<file path="config.mk">
export PLATFORM = sky130hd
export DESIGN_NAME = egress_crossbar
export DESIGN_NICKNAME = d
export VERILOG_FILES = /design/src/rtl/egress_crossbar.sv
export SDC_FILE = /design/constraint.sdc
export NUM_CORES = 1
export LEC_CHECK = 0
export CAP_MARGIN = 10
export CORE_UTILIZATION = 30
export DETAILED_ROUTE_END_ITERATION = 12
export PLACE_DENSITY_LB_ADDON = 0.15
export SYNTH_ARGS = -nofsm -noshare
export SYNTH_HDL_FRONTEND = slang
export SYNTH_SLANG_ARGS = --single-unit
</file>
<file path="constraint.sdc">
create_clock -name clk -period 2.95 [get_ports clk]
set_input_delay 0.59 -clock clk [delete_from_list [all_inputs] [get_ports clk]]
set_output_delay 0.59 -clock clk [all_outputs]
set_load 0.01 [all_outputs]
</file>
<file path="src/rtl/egress_crossbar.sv">
// Four-input, four-output AXI-Stream packet switch. Each output owns a
// round-robin arbiter that stays locked to one input until that packet's tlast.
module egress_crossbar #(
  parameter int DATA_WIDTH = 16
) (
  input  logic                  clk,
  input  logic                  reset,
  input  logic [DATA_WIDTH-1:0] in_0_tdata,
  input  logic                  in_0_tvalid,
  output logic                  in_0_tready,
  input  logic                  in_0_tlast,
  input  logic [1:0]            in_0_tdest,
  input  logic [DATA_WIDTH-1:0] in_1_tdata,
  input  logic                  in_1_tvalid,
  output logic                  in_1_tready,
  input  logic                  in_1_tlast,
  input  logic [1:0]            in_1_tdest,
  input  logic [DATA_WIDTH-1:0] in_2_tdata,
  input  logic                  in_2_tvalid,
  output logic                  in_2_tready,
  input  logic                  in_2_tlast,
  input  logic [1:0]            in_2_tdest,
  input  logic [DATA_WIDTH-1:0] in_3_tdata,
  input  logic                  in_3_tvalid,
  output logic                  in_3_tready,
  input  logic                  in_3_tlast,
  input  logic [1:0]            in_3_tdest,
  output logic [DATA_WIDTH-1:0] out_0_tdata,
  output logic                  out_0_tvalid,
  input  logic                  out_0_tready,
  output logic                  out_0_tlast,
  output logic [1:0]            out_0_tsrc,
  output logic [DATA_WIDTH-1:0] out_1_tdata,
  output logic                  out_1_tvalid,
  input  logic                  out_1_tready,
  output logic                  out_1_tlast,
  output logic [1:0]            out_1_tsrc,
  output logic [DATA_WIDTH-1:0] out_2_tdata,
  output logic                  out_2_tvalid,
  input  logic                  out_2_tready,
  output logic                  out_2_tlast,
  output logic [1:0]            out_2_tsrc,
  output logic [DATA_WIDTH-1:0] out_3_tdata,
  output logic                  out_3_tvalid,
  input  logic                  out_3_tready,
  output logic                  out_3_tlast,
  output logic [1:0]            out_3_tsrc
);

  localparam logic IDLE   = 1'b0;
  localparam logic LOCKED = 1'b1;

  logic [DATA_WIDTH-1:0] in_data [4];
  logic [1:0]            in_dest [4];
  logic [3:0]            in_valid, in_last, in_ready, in_busy;

  logic [DATA_WIDTH-1:0] out_data [4];
  logic [1:0]            out_src  [4];
  logic [3:0]            out_valid, out_last, out_ready;

  logic                  state      [4];
  logic [1:0]            grant      [4];
  logic [1:0]            last_grant [4];
  logic [3:0]            req        [4];
  logic [1:0]            pick       [4];
  logic [3:0]            pick_valid, space, accept;

  logic [1:0]            rst_sync;
  logic                  rst;

  assign in_data  = '{in_0_tdata, in_1_tdata, in_2_tdata, in_3_tdata};
  assign in_dest  = '{in_0_tdest, in_1_tdest, in_2_tdest, in_3_tdest};
  assign in_valid = {in_3_tvalid, in_2_tvalid, in_1_tvalid, in_0_tvalid};
  assign in_last  = {in_3_tlast, in_2_tlast, in_1_tlast, in_0_tlast};
  assign out_ready = {out_3_tready, out_2_tready, out_1_tready, out_0_tready};

  assign {in_3_tready, in_2_tready, in_1_tready, in_0_tready} = in_ready;
  assign {out_3_tvalid, out_2_tvalid, out_1_tvalid, out_0_tvalid} = out_valid;
  assign {out_3_tlast, out_2_tlast, out_1_tlast, out_0_tlast} = out_last;
  assign out_0_tdata = out_data[0];
  assign out_1_tdata = out_data[1];
  assign out_2_tdata = out_data[2];
  assign out_3_tdata = out_data[3];
  assign out_0_tsrc  = out_src[0];
  assign out_1_tsrc  = out_src[1];
  assign out_2_tsrc  = out_src[2];
  assign out_3_tsrc  = out_src[3];

  // Reset asserts immediately but releases two clock edges later, on clk.
  // NOTE: sequential state is written with <= so every flop samples pre-edge values.
  always_ff @(posedge clk or posedge reset) begin
    if (reset) rst_sync <= 2'b11;
    else       rst_sync <= {rst_sync[0], 1'b0};
  end
  assign rst = rst_sync[1];

  // NOTE: every always_comb output is given a default first so no latch is inferred.
  always_comb begin
    in_busy  = '0;
    in_ready = '0;
    for (int m = 0; m < 4; m++) begin
      space[m] = !out_valid[m] || out_ready[m];
      if (state[m] == LOCKED) begin
        in_busy[grant[m]] = 1'b1;
        if (space[m]) in_ready[grant[m]] = 1'b1;
      end
    end
  end

  always_comb begin
    for (int m = 0; m < 4; m++) begin
      for (int i = 0; i < 4; i++)
        req[m][i] = in_valid[i] && (in_dest[i] == 2'(m)) && !in_busy[i];
      pick_valid[m] = 1'b0;
      pick[m]       = last_grant[m];
      // Scan downward so the nearest requester after last_grant wins.
      for (int k = 4; k >= 1; k--) begin
        if (req[m][last_grant[m] + 2'(k)]) begin
          pick_valid[m] = 1'b1;
          pick[m]       = last_grant[m] + 2'(k);
        end
      end
      accept[m] = (state[m] == LOCKED) && in_valid[grant[m]] && space[m];
    end
  end

  // NOTE: output registers are reset explicitly since their reset values are visible.
  always_ff @(posedge clk or posedge rst) begin
    if (rst) begin
      out_valid <= '0;
      out_last  <= '0;
      for (int m = 0; m < 4; m++) begin
        state[m]      <= IDLE;
        grant[m]      <= 2'd0;
        last_grant[m] <= 2'd3;
        out_data[m]   <= '0;
        out_src[m]    <= 2'd0;
      end
    end else begin
      for (int m = 0; m < 4; m++) begin
        if (state[m] == IDLE) begin
          if (pick_valid[m]) begin
            state[m]      <= LOCKED;
            grant[m]      <= pick[m];
            last_grant[m] <= pick[m];
          end
        end else if (accept[m] && in_last[grant[m]]) begin
          state[m] <= IDLE;
        end

        if (accept[m]) begin
          out_valid[m] <= 1'b1;
          out_data[m]  <= in_data[grant[m]];
          out_last[m]  <= in_last[grant[m]];
          out_src[m]   <= grant[m];
        end else if (out_ready[m]) begin
          out_valid[m] <= 1'b0;
        end
      end
    end
  end

endmodule

</file>
Yosys cells after proc, flatten, opt, wreduce, memory -nomap -nowiden --
Cells that the tools add are included. Widths: inputs -> output; s select.
Word-level totals: register bits after elaboration 102
Operators by class: add/sub/neg operators 12, magnitude comparators 28, equality and inequality tests 12, mux-type cells 128, bitwise gates (word level) 14, reductions and logical operators 72
Operators by type and width (number):
- $bmux 16 s2 | 4
- $mux 16 | 8
- $mux 1 | 64
- $lt 2x3->1 const B | 20
- $bmux 1 s2 | 24
- $logic_and 1x1->1 | 48
- $mux 4 | 12
- $mux 2 | 12
- $or 4x4->4 | 6
- $add 2x2->2 const B | 8
- $eq 2x2->1 const B | 8
- $ge 3x3->1 const B | 4
- $not 2->3 | 4
- $add 2x1->2 const B | 4
- $demux 1 s2 | 4
- $eq 2x1->1 const B | 4
- $ge 2x1->1 const B | 4
- $logic_not 1->1 | 8
- $logic_not 2->1 | 4
- $reduce_and 2->1 | 4
- $reduce_bool 2->1 | 4
- $logic_or 1x1->1 | 4
- $not 1->1 | 4

Depth between registers and ports, before layout --
Gate-level depths: netlist (run 1).
word-level depth 21, gate-level depth with buffers 8, depth with buffers taken out 6

Worst setup path before layout (run 1) --
No wires, ideal clock.
path type register to register, from register state[3] (netlist bit), to register last_grant[6] (netlist bit), arrival 2.072 ns, data required time 2.864 ns, path slack 0.792 ns, stages on the path, launching flop included 8, buffers on the path 1, path through dfrtp_1 buf_6 or3b_2 o2111ai_4 or4_4 a41o_4 a2111oi_4 a21oi_2
Between the ends: longest elaborated chain between the ends 16
Ends and longest elaborated chain:
- start, declared | line 61 | logic state [4];
- start signal, assigned by index | line 133 | state[m] <= IDLE;
- start signal, assigned by index | line 143 | state[m] <= LOCKED;
- start signal, assigned by index | line 148 | state[m] <= IDLE;
- $mux 4 | line 103 | if (state[m] == LOCKED) begin
- $or 4x4->4 (no line)
- $mux 4 | line 103
- $or 4x4->4 (no line)
- $mux 4 | line 103
- $or 4x4->4 (no line)
- $mux 4 | line 103
- $logic_not 1->1 | line 113 | req[m][i] = in_valid[i] && (in_dest[i] == 2'(m)) && !in_busy[i];
- $logic_and 1x1->1 | line 113
- $bmux 1 s2 | line 118 | if (req[m][last_grant[m] + 2'(k)]) begin
- $mux 1 (implied by the code) | line 118
- $mux 1 (4 in a row) | line 118
- $reduce_and 2->1 (no line)
- end signal, assigned by index | line 145 | last_grant[m] <= pick[m];
- end, declared | line 63 | logic [1:0] last_grant [4];
Parallel ways exist; a longest one is shown, timed or not. The select of a mux whose other input is x is not followed. A chain may end at the register's enable or synchronous reset.

Worst setup path in the final report (run 1) --
from input port out_3_tready, to output port in_3_tready
Between the ends: longest elaborated chain between the ends 3
Ends and longest elaborated chain:
- start, declared | line 45 | input logic out_3_tready,
- $logic_or 1x1->1 | line 102 | space[m] = !out_valid[m] || out_ready[m];
- $mux 4 | line 105 | if (space[m]) in_ready[grant[m]] = 1'b1;
- $mux 4 | line 103
- end, declared | line 25 | output logic in_3_tready,
No other way between the ends.

==> impl_results.md, run 1 <==
- Outcome: finished clean
- Main synth FF type: dfrtp_1
- Ratio of routed vias to standard cells: roughly 5.4
- Maximum number of pins on one net before global-route repair: 46
- Path class of the lowest-slack min-delay path: reg2async
- Layout overhead on the synthesized area: 36.1%
- CP startpoint: out_3_tready
- Clock Tree Buf Depth: 2
- Total number of nets in the final design: approximately 770
- Distinct cell type count after synthesis: 70
- Number of rows in the core area: between 50 and 60
- Cell count after placement: around 960
- Diodes inserted: 0
- Power density normalized to cell area: roughly 1100 mW/mm^2
- Worst Path Required: 2360 ps
- Worst EP arrival: about 2300 ps
- Number of synthesized register bits: between 100 and 150
- Total standard cell area after synthesis: 0.00665 sq mm
- Cell with the biggest individual delay on the critical path: clkdlybuf4s50_1
- Timing endpoint of the critical path: in_3_tready
- Capturing point of the worst reg2reg path: last_grant[6]$_DFFE_PP1P_
- Synthesized-area fraction occupied by xor and xnor cells: 0%
- Share of power burned in combinational logic: around three fifths
- Placeable core region: roughly 0.022 sq mm
- H-tree level count: 3
- Leakage dissipation: ~3.5 nW
- Depth of the most critical reg-to-reg path: 7
- EDFF count, synth: 0
- Average footprint of a synthesized cell: about 13 sq um
- Antenna violations before repair: 0
- Highest attainable clock frequency: around 350 MHz
- Max-capacitance violation count: 0
- Number of vias after detailed routing: roughly 5300
- Cells taking the most area after synthesis: dfrtp_1 (35%), mux4_2 (24%), mux2_2 (12%)
- Die extent in x: 151 um
- Post-layout worst setup margin: about 95 ps
- Setup CP Type: in2out
- RD Place Congestion: approximately 0.86
- Slew Limit Headroom: between 50% and 60%
- Number of iterations in the first detailed-routing pass: 6
- Number of setup violations in the final report: 0
- Cts bufs inserted: 9
- Number of pins exceeding their max-slew limit in the final report: 0
- Global-route wire length before repair: ~33000 um
- Largest family of logic cells by synthesized area: multiplexers
- Worst ir drop on vdd: ~420 uV
- Cell-by-cell trace of the critical path: clkdlybuf4s50_1 > nand2b_1 > buf_4 > buf_4 > a41oi_1 > o21ai_0 > clkdlybuf4s50_1
- Clock-pin slew reported for the worst setup and hold paths after clock tree synthesis: about 70 ps
- Filler-free cell count of the finished design: roughly 970
- Clock latency at the later pin of the worst-skew pair: about 350 ps
- Fraction of final layout cells sized beyond drive strength 1: about a third
- Number of post-CTS setup repair buffers: 0
- CTS sink cnt: 102
- Final number of hold-violating endpoints: 0
- Share of synthesized flip-flops with an asynchronous set or reset: 100%
- Adder-cell share of the synthesized area: 0%
- Power Total: roughly 0.01 W
- GR Util All Layers: around 19%
- Clock skew: ~7.0 ps
- Die footprint: between 0.02 and 0.025 sq mm
- Worst reg2reg setup slack: 430 ps
- Vias in the first global route: approximately 5600
- Boundary Pins: 170
- Seq pwr share: between 20% and 30%
- Area share of the leading cell type in the synthesized netlist: roughly a third
- Element type at the critical path end: output port
- Internal power: roughly 0.0061 W
- DP HPWL: ~15000 um
- Placement Cell Area: 0.00880 sq mm
- Design area: ~0.009 sq mm
- Share of synthesized area spent on multiplexers: ~37%
- TritonCTS clock tree: built
- Area fraction in and, or, nand and nor cells after synthesis: a little under an eighth
- Origin of the critical flop-to-flop path: grant[6]$_DFFE_PP0P_
- Number of warning messages in the yosys log: 0
- Sw Ratio: between 30% and 40%
- Transition at the pin with the smallest max-transition slack: between 600 and 700 ps
- Switching power total: 0.00382 W
- Core utilization of the finished layout: approximately two fifths
- Area fraction in compound gates after synthesis: a little under a tenth
- Filler cells: 2027
- Remaining design rule violation count: 0
- Starting density of the core: between 30% and 40%
- Min Tclk post-route: ~2900 ps
- Drt first-iter violations: between 300 and 400
- Cell count after synthesis: 512
- CP startpoint kind: primary input
- RSZ-0062 raised after global routing: false
- Clock group share of total power: 11.3%
- CP Max Fanout: 3
- Period utilization: 96.8%
- Count of port buffers added during placement: approximately 170
- Post-placement setup slack: -67.1 ps
- Area leader, netlist: dfrtp_1
- Die Height: roughly 150 um
- Mapped Nets: between 500 and 600
- Remaining antenna violation count: 0
- DR WL/cell: 22.1 um
- Fraction of the yosys area taken by sequential cells: 38.5%
- Buffer type at the clock tree root: clkbuf_16
- Detailed-route wire length: 21500 um
- Largest stage delay, worst path: approximately 490 ps
- Overflow left after global routing: 0
## synthesized netlist by cell type (7+ instances only)
cell type / n
dfstp_2: 10
nand2_1: 34
inv_1: 13
a21oi_1: 7
clkbuf_1: 21
nor2_1: 16
nand3_1: 18
mux4_2: 72
dfrtp_1: 92
o22ai_1: 8
nor3_1: 8
buf_2: 7
o21ai_0: 17
mux2_2: 70
## critical path, delay by kind of cell
family / cells / cell delay, ps
buffers and inverters: 4 / 1180
AOI/OAI and AO/OA: 2 / 330
and+or+nand+nor: 1 / 170
## cell families (layout without fill, tap and decap cells)
family / after synthesis / after routing
multiplexers: 144 / 144
AO/OA/AOI/OAI: 78 / 78
AND/OR/NAND/NOR: 136 / 136
flip-flops: 102 / 102
other: 1 / 1
buffers and inverters: 51 / 232
## routing by layer
metal  routed length (um)  part of all wire (%)  GRT usage, %
met2                10600                    49          33.1
met5                    0                     0             0
met1                 9450                    44          26.0
met3                 1080                   5.0          2.20
met4                  386                   1.8          5.90
## how the worst min path moves through the flow
stage | end | slack (ps) | depth (start not counted)
floorplan | rst_sync[1]$_DFF_PP1_ | 350 | 0
global placement | rst_sync[1]$_DFF_PP1_ | 350 | 0
detailed placement | rst_sync[1]$_DFF_PP1_ | 350 | 0
CTS | rst_sync[1]$_DFF_PP1_ | 360 | 0
global route | rst_sync[1]$_DFF_PP1_ | 360 | 0
finish | out_1_tdata[5]$_DFFE_PP0P_ | 330 | 1
## timing repair
action,in CTS,in global routing
gates resized for setup,4,0
hold buffers,0,0
endpoints found under the setup margin,3,0
hold endpoints to repair,0,0
## area by class of cell
cell class / instances / area [sq um] / share of cell area (%)
multi-input combinational: 359 / 3830 / 42.3
timing repair buffer: 203 / 1990 / 22.0
inverter: 13 / 51.3 / 0.567
clock inverter: 4 / 23.8 / 0.263
tap: 280 / 350 / 3.87
clock buffer: 12 / 236 / 2.61
sequential: 102 / 2570 / 28.4
## stage by stage
step | setup TNS (ps) | hold WS (ps)
floorplan | 0 | 345
global placement | -100 | 349
detailed placement | -107 | 348
CTS | 0 | 359
global route | 0 | 365
finish | 0 | 332
## power groups by stage
| stage | combinational [W] | clock, W | sequential [W] |
|---|---|---|---|
| finish | 0.00604 | 0.00112 | 0.00277 |
| global route | 0.00648 | 0.00121 | 0.00287 |
| CTS | 0.00612 | 0.00116 | 0.00277 |
| detailed placement | 0.00612 | 0 | 0.00280 |
| global placement | 0.00604 | 0 | 0.00278 |
| floorplan | 0.00350 | 0 | 0.00279 |
## cell usage in the layout, fill, tap and decap left out, types with 3 or more instances in the layout
cell,n
a21o_1,5
a21oi_1,7
a221oi_1,3
a41oi_1,3
and3_1,5
and3_2,3
and3b_1,3
buf_12,4
buf_4,30
clkbuf_1,3
clkbuf_16,9
clkdlybuf4s50_1,166
clkinv_2,3
dfrtp_1,90
dfstp_2,10
dlygate4sd2_1,3
inv_1,12
mux2_2,70
mux4_2,72
nand2_1,34
nand2b_1,6
nand3_1,18
nor2_1,16
nor2b_1,5
nor3_1,8
nor3b_1,4
nor4_1,3
o21a_1,3
o21ai_0,17
o21bai_1,5
o221ai_1,3
o22ai_1,8
or3_1,6
or3b_2,4
## flip-flops by register name (all words and copies together) (netlist names)
signal	count
out_1_tdata	16
out_1_tsrc	2
last_grant	8
out_last	4
out_0_tdata	16
out_2_tsrc	2
out_valid	4
state	4
out_2_tdata	16
out_0_tsrc	2
out_3_tdata	16
rst_sync	2
out_3_tsrc	2
grant	8
Power figures use the tool's default switching activity.
==> run 2, diff against run 1 <==
- ABC_AREA: unset -> 1
==> impl_results.md, run 2 <==
- Number of synthesized register bits: 102 (unchanged)
- Cts bufs inserted: 9 (unchanged)
- Fraction of final layout cells sized beyond drive strength 1: 8.36% (was 32.9%)
- Period utilization: 96.0% (was 96.8%)
- Average footprint of a synthesized cell: 7.12 sq um (was 13.0 sq um)
- Crit-path leading delay family: buffers and inverters (unchanged)
- EDFF count, synth: 0 (unchanged)
- Boundary Pins: 170 (unchanged)
- Mapped Nets: 982 (was 598)
- Number of warning messages in the yosys log: 0 (unchanged)
- Clock latency at the later pin of the worst-skew pair: 350 ps (about the same)
- H-tree level count: 3 (unchanged)
- Vias in the first global route: 6564 (was 5560)
- RSZ-0062 raised after global routing: false (unchanged)
- Die footprint: 0.0218 sq mm (was 0.0228 sq mm)
- Leakage dissipation: 4.04 nW (was 3.49 nW)
- Number of vias after detailed routing: 6937 (was 5296)
- CTS sink cnt: 102 (unchanged)
- Placeable core region: 0.0206 sq mm (was 0.0218 sq mm)
- Element type at the critical path end: output port (unchanged)
- Starting density of the core: 31.0% (was 30.6%)
- Number of setup violations in the final report: 0 (unchanged)
- Setup CP Type: in2out (unchanged)
- Buffer type at the clock tree root: clkbuf_16 (unchanged)
- Overflow left after global routing: 0 (unchanged)
- Power density normalized to cell area: 1050 mW/mm^2 (was 1100 mW/mm^2)
- Final number of hold-violating endpoints: 0 (unchanged)
- Number of buffers inserted by hold repair at cts: 0 (unchanged)
- Total number of nets in the final design: 1146 (was 774)
- RD Place Congestion: 0.846 (was 0.860)
- Most common library cell in the layout ignoring fill and taps: nand2_1 (was clkdlybuf4s50_1)
- DR WL/cell: 18.6 um (was 22.1 um)
- Remaining design rule violation count: 0 (unchanged)
- Area leader, netlist: dfrtp_1 (unchanged)
- Antenna violations before repair: 2 (was 0)
- Layout overhead on the synthesized area: 36.5% (was 36.1%)
- Commonest non-fill, non-tap cells in the layout: nand2_1 (243), clkdlybuf4s50_1 (169), o21ai_0 (121), dfrtp_1 (92), inv_1 (91) (was clkdlybuf4s50_1 (166), dfrtp_1 (90), mux4_2 (72), mux2_2 (70), nand2_1 (34))
- Distinct cell type count after synthesis: 31 (was 70)
- Remaining antenna violation count: 0 (unchanged)
- Cell with the biggest individual delay on the critical path: clkdlybuf4s50_1 (unchanged)
- Path class of the lowest-slack min-delay path: reg2async (unchanged)
- Main synth FF type: dfrtp_1 (unchanged)
- Power Total: 0.00915 W (was 0.00993 W)
- Number of iterations in the first detailed-routing pass: 7 (was 6)
- Outcome: finished clean (unchanged)
- Buffer and inverter count on the worst path: 2 (was 4)
- Cell count after synthesis: 896 (was 512)
- Cell with the most instances on the worst path: clkdlybuf4s50_1
- GR Util All Layers: 23.1% (was 19.5%)
- Highest attainable clock frequency: 353 MHz (was 350 MHz)
- Worst Path Required: 2360 ps (about the same)
- Number of pins exceeding their max-slew limit in the final report: 0 (unchanged)
- Area share of the leading cell type in the synthesized netlist: 36.1% (was 34.6%)
- Top-count cell post-synth: nand2_1 (was dfrtp_1)
- Detailed-route wire length: 24900 um (was 21500 um)
- Worst ir drop on vdd: 349 uV (was 422 uV)
- Clock-pin slew reported for the worst setup and hold paths after clock tree synthesis: 70 ps (about the same)
- Transition at the pin with the smallest max-transition slack: 688 ps (was 649 ps)
- Min Tclk post-route: 2830 ps (was 2860 ps)
- DP HPWL: 18400 um (was 15400 um)
- Clock Tree Buf Depth: 2 (unchanged)
- Cell-by-cell trace of the critical path: clkdlybuf4s50_1 > nor2_2 > o22ai_1 > a31oi_1 > o21ai_0 > clkdlybuf4s50_1 (was clkdlybuf4s50_1 > nand2b_1 > buf_4 > buf_4 > a41oi_1 > o21ai_0 > clkdlybuf4s50_1)
- Filler-free cell count of the finished design: 1337 (was 973)
- Max-capacitance violation count: 0 (unchanged)
- Drt first-iter violations: 570 (was 345)
- Slew Limit Headroom: 54.1% (was 56.4%)
- Global-route wire length before repair: 38100 um (was 33000 um)
- Maximum number of pins on one net before global-route repair: 50 (was 46)
- Clock skew: 7.94 ps (was 6.95 ps)
- Die extent in x: 148 um (was 151 um)
- Count of port buffers added during placement: 169 (unchanged)
- TritonCTS clock tree: built (unchanged)
- Cells taking the most area after synthesis: dfrtp_1 (36%), nand2_1 (14%), o21ai_0 (9.5%) (was dfrtp_1 (35%), mux4_2 (24%), mux2_2 (12%))
- Number of rows in the core area: 52 (was 54)
- Total standard cell area after synthesis: 0.00638 sq mm (was 0.00665 sq mm)
- Leading post-synthesis cells by instance count: nand2_1 (243), o21ai_0 (121), dfrtp_1 (92), inv_1 (92), nand3_1 (59) (was dfrtp_1 (92), mux4_2 (72), mux2_2 (70), nand2_1 (34), clkbuf_1 (21))
- Share of synthesized flip-flops with an asynchronous set or reset: 100% (unchanged)
- Die Height: 148 um (was 151 um)
- Fraction of the yosys area taken by sequential cells: 40.2% (was 38.5%)
- CP startpoint kind: primary input (unchanged)
- CP Max Fanout: 5 (was 3)
- Ratio of routed vias to standard cells: 5.19 (was 5.44)
- Worst hold slack across all endpoints: 221 ps (was 332 ps)
- Largest stage delay, worst path: 500 ps (was 490 ps)
- Worst EP arrival: 2240 ps (was 2270 ps)
- Cell count after placement: 1319 (was 957)
## run 2: cell count changes in the layout (fill, tap and decap cells not counted), sizes merged, moves of 14 or more
cell    previous run  this run
nand2             34       248
o21ai             17       137
mux2              70         0
a21oi              8        22
a22oi              1        22
inv               14       105
mux4              72         0
nor2              16        63
a221oi             3        18
o22ai              8        54
nand3             18        64
## run 2: layout make-up
class	instances	area [sq um]
antenna	2	5.00
clock buffer	13	260
clock inverter	3	18.8
fill	2167	11900
inverter	108	408
multi-input combinational	645	3210
sequential	102	2560
tap	270	338
timing repair buffer	194	1900
## run 2: per-stage QoR
step	utilization [%]	worst slack [ps]	setup TNS, ps	instance area [sq um]
final	42.3	117	0	8710
after detailed placement	41.0	-33.6	-74.8	8420
after global placement	41.0	15.2	0	8420
after global routing	42.3	0.328	0	8710
after CTS	42.3	99.9	0	8700
after floorplan	-	7.78	0	6380
## run 2: cell families after synthesis
kind of cell    Yosys count  synth area share [%]
other cells               1                0.0588
compound gates          263                  24.4
flops                   102                  40.2
xor+xnor                  4                 0.549
buf+inv                 149                  9.52
simple gates            377                  25.3
## run 2: repair_timing
action	4_1_cts	5_1_grt
hold endpoints to repair	0	0
setup endpoints to repair	4	0
gates resized for setup	1	0
buffers inserted	0	0
## run 2: path summary, 6_finish.rpt
kind | slack (ps) | from | cells after the start | end
max | 120 | out_0_tready | 6 | in_0_tready
min | 220 | rst_sync[1]$_DFF_PP1_ | 1 | out_0_tdata[2]$_DFFE_PP0P_
max reg2reg | 750 | grant[2]$_DFFE_PP0P_ | 6 | state[1]$_DFF_PP0_
min reg2reg | 220 | rst_sync[1]$_DFF_PP1_ | 1 | out_0_tdata[2]$_DFFE_PP0P_
max in group asynchronous | 2000 | rst_sync[1]$_DFF_PP1_ | 2 | last_grant[2]$_DFFE_PP1P_
min in group clk | 360 | rst_sync[0]$_DFF_PP1_ | 0 | rst_sync[1]$_DFF_PP1_
## run 2: report_power, final
| part | total [W] | switching [W] | internal, W |
|---|---|---|---|
| combinational | 0.00534 | 0.00313 | 0.00221 |
| clock | 0.00115 | 0.000534 | 0.000621 |
| sequential | 0.00265 | 0.000582 | 0.00207 |
## run 2: per-layer routing
metal | GRT usage [%] | vias up | wire, um
met4 | 8.35 | 0 | 688
met1 | 33.6 | 3179 | 11400
met2 | 33.2 | 358 | 10300
li1 | - | 3356 | -
met3 | 5.15 | 44 | 2430
met5 | 0 | - | 0
## run 2: worst reg2reg max path, stage by stage (launching register included)
cell      delay, ps
dfrtp_1         470
inv_2           150
nand2_1         290
o221ai_1        260
nand3_1         290
a21oi_1         450
o21ai_0         150
